===== src/rtl/isqrt_iterative_pkg.sv =====
// -----------------------------------------------------------------------------
// isqrt_iterative_pkg
// Shared constants for the iterative integer square root block: FSM state
// encodings (kept as plain 2-bit constants for compatibility with existing
// users of the legacy encoding) and a helper to size the step counter.
// -----------------------------------------------------------------------------
package isqrt_iterative_pkg;

  localparam logic [1:0] S_IDLE = 2'd0;
  localparam logic [1:0] S_CALC = 2'd1;
  localparam logic [1:0] S_DONE = 2'd2;

  // Bits needed to hold a step count running from root_w down to 0.
  function automatic int unsigned cnt_width(input int unsigned root_w);
    return $clog2(root_w + 1);
  endfunction

endpackage


===== src/rtl/isqrt_iterative_step.sv =====
// -----------------------------------------------------------------------------
// isqrt_step
// One digit of the restoring (digit-by-digit) square root. Purely
// combinational: brings down the next two operand bits into the partial
// remainder, trial-subtracts (root << 2) | 1 and produces the next partial
// remainder and the partial root extended by one result bit.
//
// Ports:
//   rem_i   [ROOT_W+1:0]  partial remainder from the previous step
//   root_i  [ROOT_W-1:0]  partial root from the previous step
//   bits_i  [1:0]         next two operand bits (MSB first)
//   rem_o   [ROOT_W+1:0]  next partial remainder
//   root_o  [ROOT_W-1:0]  next partial root
// -----------------------------------------------------------------------------
module isqrt_step
  import isqrt_iterative_pkg::*;
#(
  parameter int unsigned ROOT_W = 4
) (
  input  logic [ROOT_W+1:0] rem_i,
  input  logic [ROOT_W-1:0] root_i,
  input  logic [1:0]        bits_i,
  output logic [ROOT_W+1:0] rem_o,
  output logic [ROOT_W-1:0] root_o
);

  localparam int unsigned IREM_W = ROOT_W + 2;

  logic [IREM_W-1:0] r;
  logic [IREM_W-1:0] t;
  logic              ge;

  // The partial remainder never exceeds 2*root, so the two bits dropped by
  // the truncating shift are always zero; likewise the partial root MSB is
  // zero on every step except after the last one.
  always_comb begin
    r      = IREM_W'({rem_i, bits_i});
    t      = {root_i, 2'b01};
    ge     = (r >= t);
    rem_o  = ge ? (r - t) : r;
    root_o = ROOT_W'({root_i, ge});
  end

endmodule


===== src/rtl/isqrt_iterative.sv =====
// -----------------------------------------------------------------------------
// isqrt_iterative
// Sequential unsigned integer square root. Accepts a WIDTH-bit operand over a
// valid/ready handshake, resolves one root bit per clock, and returns the
// floor root and remainder over a second valid/ready handshake.
//
// Ports:
//   clk        clock, all state on rising edge
//   rst        synchronous active-high reset
//   in_valid   operand present
//   in_ready   block idle; operand taken when in_valid && in_ready
//   in         [WIDTH-1:0]   unsigned operand
//   out_valid  root/remainder valid
//   out_ready  consumer takes the result
//   root       [WIDTH/2-1:0] floor(sqrt(in))
//   remainder  [WIDTH/2:0]   in - root*root
// -----------------------------------------------------------------------------
module isqrt_iterative
  import isqrt_iterative_pkg::*;
#(
  parameter int unsigned WIDTH = 8
) (
  input  logic               clk,
  input  logic               rst,
  input  logic               in_valid,
  output logic               in_ready,
  input  logic [WIDTH-1:0]   in,
  output logic               out_valid,
  input  logic               out_ready,
  output logic [WIDTH/2-1:0] root,
  output logic [WIDTH/2:0]   remainder
);

  localparam int unsigned ROOT_W = WIDTH / 2;
  localparam int unsigned REM_W  = ROOT_W + 1;
  localparam int unsigned IREM_W = ROOT_W + 2;
  localparam int unsigned CNT_W  = cnt_width(ROOT_W);
  localparam logic [CNT_W-1:0] CNT_INIT = CNT_W'(ROOT_W);

  logic [1:0]        state_q, state_d;
  logic [WIDTH-1:0]  opnd_q,  opnd_d;
  logic [IREM_W-1:0] prem_q,  prem_d;
  logic [ROOT_W-1:0] proot_q, proot_d;
  logic [CNT_W-1:0]  cnt_q,   cnt_d;
  logic [ROOT_W-1:0] root_q,  root_d;
  logic [REM_W-1:0]  rem_q,   rem_d;

  logic [IREM_W-1:0] step_rem;
  logic [ROOT_W-1:0] step_root;

  isqrt_step #(
    .ROOT_W (ROOT_W)
  ) u_step (
    .rem_i  (prem_q),
    .root_i (proot_q),
    .bits_i (opnd_q[WIDTH-1 -: 2]),
    .rem_o  (step_rem),
    .root_o (step_root)
  );

  always_comb begin
    state_d = state_q;
    opnd_d  = opnd_q;
    prem_d  = prem_q;
    proot_d = proot_q;
    cnt_d   = cnt_q;
    root_d  = root_q;
    rem_d   = rem_q;
    case (state_q)
      S_IDLE: begin
        if (in_valid) begin
          state_d = S_CALC;
          opnd_d  = in;
          prem_d  = '0;
          proot_d = '0;
          cnt_d   = CNT_INIT;
        end
      end
      S_CALC: begin
        opnd_d  = opnd_q << 2;
        prem_d  = step_rem;
        proot_d = step_root;
        cnt_d   = cnt_q - CNT_W'(1);
        // Results are captured straight from the last step so the visible
        // outputs only ever change on the CALC->DONE edge.
        if (cnt_q == CNT_W'(1)) begin
          state_d = S_DONE;
          root_d  = step_root;
          rem_d   = REM_W'(step_rem);
        end
      end
      S_DONE: begin
        if (out_ready) begin
          state_d = S_IDLE;
        end
      end
      default: state_d = S_IDLE;
    endcase
  end

  always_ff @(posedge clk) begin
    if (rst) begin
      state_q <= S_IDLE;
      opnd_q  <= '0;
      prem_q  <= '0;
      proot_q <= '0;
      cnt_q   <= '0;
      root_q  <= '0;
      rem_q   <= '0;
    end else begin
      state_q <= state_d;
      opnd_q  <= opnd_d;
      prem_q  <= prem_d;
      proot_q <= proot_d;
      cnt_q   <= cnt_d;
      root_q  <= root_d;
      rem_q   <= rem_d;
    end
  end

  assign in_ready  = (state_q == S_IDLE);
  assign out_valid = (state_q == S_DONE);
  assign root      = root_q;
  assign remainder = rem_q;

endmodule

===== config.mk =====
export PLATFORM = sky130hd
export DESIGN_NAME = isqrt_iterative
export DESIGN_NICKNAME = d
export VERILOG_FILES = /design/src/rtl/isqrt_iterative_pkg.sv /design/src/rtl/isqrt_iterative_step.sv /design/src/rtl/isqrt_iterative.sv
export SDC_FILE = /design/constraint.sdc
export NUM_CORES = 1
export LEC_CHECK = 0
export BUFFER_PORTS_ARGS = -buffer_cell sky130_fd_sc_hd__buf_2
export CAP_MARGIN = 25
export CORE_ASPECT_RATIO = 0.75
export CORE_MARGIN = 10
export CORE_UTILIZATION = 30
export CTS_CLUSTER_SIZE = 20
export DETAILED_ROUTE_END_ITERATION = 12
export PLACE_DENSITY = 0.59
export SETUP_SLACK_MARGIN = 0.2
export SYNTH_ARGS = -nofsm -noshare
export SYNTH_HDL_FRONTEND = slang
export SYNTH_SLANG_ARGS = --single-unit
export TNS_END_PERCENT = 1

===== constraint.sdc =====
create_clock -name clk -period 5.2 [get_ports clk]
set_clock_uncertainty 0.1 [all_clocks]
set_input_delay 0 -clock clk [delete_from_list [all_inputs] [get_ports clk]]
set_output_delay 0 -clock clk [all_outputs]
set_load 0.05 [all_outputs]

==> run_results.csv <==
group,metric,value,unit
status,status,"finished, final reports clean",
cts,clock_sinks,30,
final_layout,fill_cells,507,
final_layout,final_common_cell,"nor2_1",
critical_path,cp-start-kind,"register",
logic_synthesis,synthCells,188,
timing,hold_viol,0,
cts,clk_path_buf_depth,2,
logic_synthesis,synth_fp_nets,208,
detailed_routing,vias_per_cell,4.76,
timing,worst_pin_slew,0.579,ns
logic_synthesis,yosysWarnings,0,
final_layout,fin_util,36.3,%
cts,clkLatencyLatePin,0.28,ns
detailed_routing,ant_nets,0,
critical_path,cp.required,5.27,ns
final_layout,nNetsFinal,229,
cts,postCtsSetupRepairBufs,0,
placed_design,hpwl,2460,um
floorplan,start_util,30.9,%
detailed_routing,routedWlPerCell,12.5,um
critical_path,startpoint,"state_q[0]",
floorplan,core_area,4870,sq um
timing,rsz0062_at_grt,"no",
timing,finalSetupViolations,0,
final_layout,diodes,0,
logic_synthesis,yosysUniqueCellTypes,35,
critical_path,crit_end,"remainder[0]",
detailed_routing,drc_errors,0,
logic_synthesis,ys_seq_area_share,39.9,%
global_route,grt_max_degree,34,
critical_path,ff2ff_path_depth,4,
job,drv_cap,0,
floorplan,die-width,102,um
final_layout,final_cell_mix,"39 x nor2_1, 30 x dfxtp_1, 22 x buf_2, 18 x a21oi_1, 11 x inv_1",
timing,worst_slack,2.99,ns
detailed_routing,vias,1285,
power_and_ir_drop,vdd_drop_max,0.125,mV
cts,clk_pin_slew,0.06,ns
final_layout,area_growth,17.7,%
critical_path,cp_max_fo,20,
timing,hold_slack,0.0398,ns
floorplan,die_h,81.3,um
floorplan,fp.dieArea,8270,sq um
logic_synthesis,synth-seq-cells,30,
timing,fmax,453,MHz
global_route,grt_overflow,0,
critical_path,reg2reg_from,"state_q[0]",
global_route,track_usage,8.82,%
floorplan,num_io_pins,23,
timing,finalSetupTns,0,ns
timing,period_minus_slack,2.21,ns
timing,slew_viol_final,0,
detailed_routing,drt_iter0_markers,46,
timing,fin_crit_sh,42.5,%
critical_path,timing.rr.end,"remainder[0]",
critical_path,reg2reg_slack,2.99,ns
power_and_ir_drop,power_density,380,nW/um^2
critical_path,critical_path_class,"register to register",
global_route,grt_pass1_wl,5890,um
global_route,grt_pass1_vias,1291,
placed_design,dp_slack,2.97,ns
hold_path,min_from,"in[3]",
detailed_routing,drt_wl_total,3370,um
floorplan,rows,22,
final_layout,multi_input_area,803,sq um
cts,cts_buffers,5,
placed_design,place_congestion,0.782,
logic_synthesis,netlist_area,1500,sq um
hold_path,min_path_type,"input port to register",
cts,htreeDepth,2,
final_layout,layout-drive-gt1-share,15.7,%
cts,post_cts_resized,0,
cts,clock_tree.root_cell,"clkbuf_8",
critical_path,worstPathArrival,2.28,ns
final_layout,seqCellArea,601,sq um
logic_synthesis,avgSynthCellArea,8.00,sq um
placed_design,place.port_buffers,22,
global_route,antenna_found_initial,0,
critical_path,endpoint_kind,"register",
timing,relSlewSlack,61.4,%
cts,cts_tree,"built",
power_and_ir_drop,leakagePower,0.757,nW
detailed_routing,drtPass1Iterations,4,
-- worst min-delay path by stage --
stage / endpoint / slack, ns / cells past startpoint
floorplan: state_q[1] / 0.08 / 2
global placement: state_q[1] / 0.20 / 3
detailed placement: state_q[1] / 0.21 / 3
CTS: opnd_q[3] / 0.04 / 5
global route: opnd_q[2] / 0.08 / 5
finish: opnd_q[3] / 0.04 / 5
-- synth_stat cells (all sizes together) --
cell	number	area, sq um
nor2	39	146
dfxtp	30	601
a21oi	19	98.9
inv	11	41.3
nand2	10	37.5
nor2b	10	62.6
buf	9	51.3
ha	8	100
nor3	7	35.0
a211oi	5	37.5
a22oi	4	30.0
mux2i	4	40.0
nand2b	4	25.0
o21ai	4	20.0
a211o	3	26.3
xnor2	3	26.3
clkbuf	2	7.51
nand3	2	10.0
nor3b	2	15.0
nor4	2	12.5
a221oi	1	8.76
a22o	1	8.76
a311oi	1	8.76
and3	1	6.26
nand3b	1	7.51
nand4	1	6.26
o21a	1	7.51
o221a	1	11.3
or2	1	6.26
xor2	1	8.76
-- logic make-up after synthesis --
logic type	after synthesis	synth area share [%]
mux	4	2.66
buf+inv	22	6.66
compound gates	40	17.1
flops	30	39.9
simple gates	80	24.6
xor+xnor	4	2.33
fa+ha+maj	8	6.66
-- registers in the layout (all words and copies together), names as in the netlist --
| name | flops |
|---|---|
| root | 4 |
| state_q | 2 |
| prem_q | 4 |
| opnd_q | 8 |
| proot_q | 4 |
| remainder | 5 |
| cnt_q | 3 |
-- area by class of cell --
type | count | share of cell area (%)
Multi-Input combinational cell | 136 | 45.4
Sequential cell | 30 | 33.9
Timing Repair Buffer | 25 | 7.92
Clock buffer | 8 | 6.22
Tap cell | 60 | 4.24
Inverter | 11 | 2.33
-- critical path, cell delays in order (launching register included) --
cell and delay, ns:
dfxtp_1 0.67, nor2b_1 0.49, and3_1 0.51, nor3b_1 0.09
a211o_1 0.25
-- power by group --
part           switching [mW]  leakage (nW)  internal [mW]
registers              0.0180         0.245          0.249
clock network          0.0859        0.0575          0.134
logic                   0.109         0.455         0.0777
-- repair_timing --
item                                    4_1_cts  5_1_grt
endpoints found under the setup margin        0        0
hold buffers                                  3        0
hold endpoints to repair                      3        0
-- per-stage QoR --
step,instance area (sq um),instances,total power [mW]
6_report,1770,270,0.673
5_1_grt,1770,270,0.718
4_1_cts,1770,270,0.681
3_5_place_dp,1630,259,0.457
3_3_place_gp,1630,259,0.453
2_1_floorplan,1500,188,0.430
-- per-layer routing --
layer  GRT usage [%]  routed length, um
met1            11.3               1730
met2            12.9               1380
met3            3.90                238
met4            2.99                 29
met5               0                  0
Power figures use the tool's default switching activity.
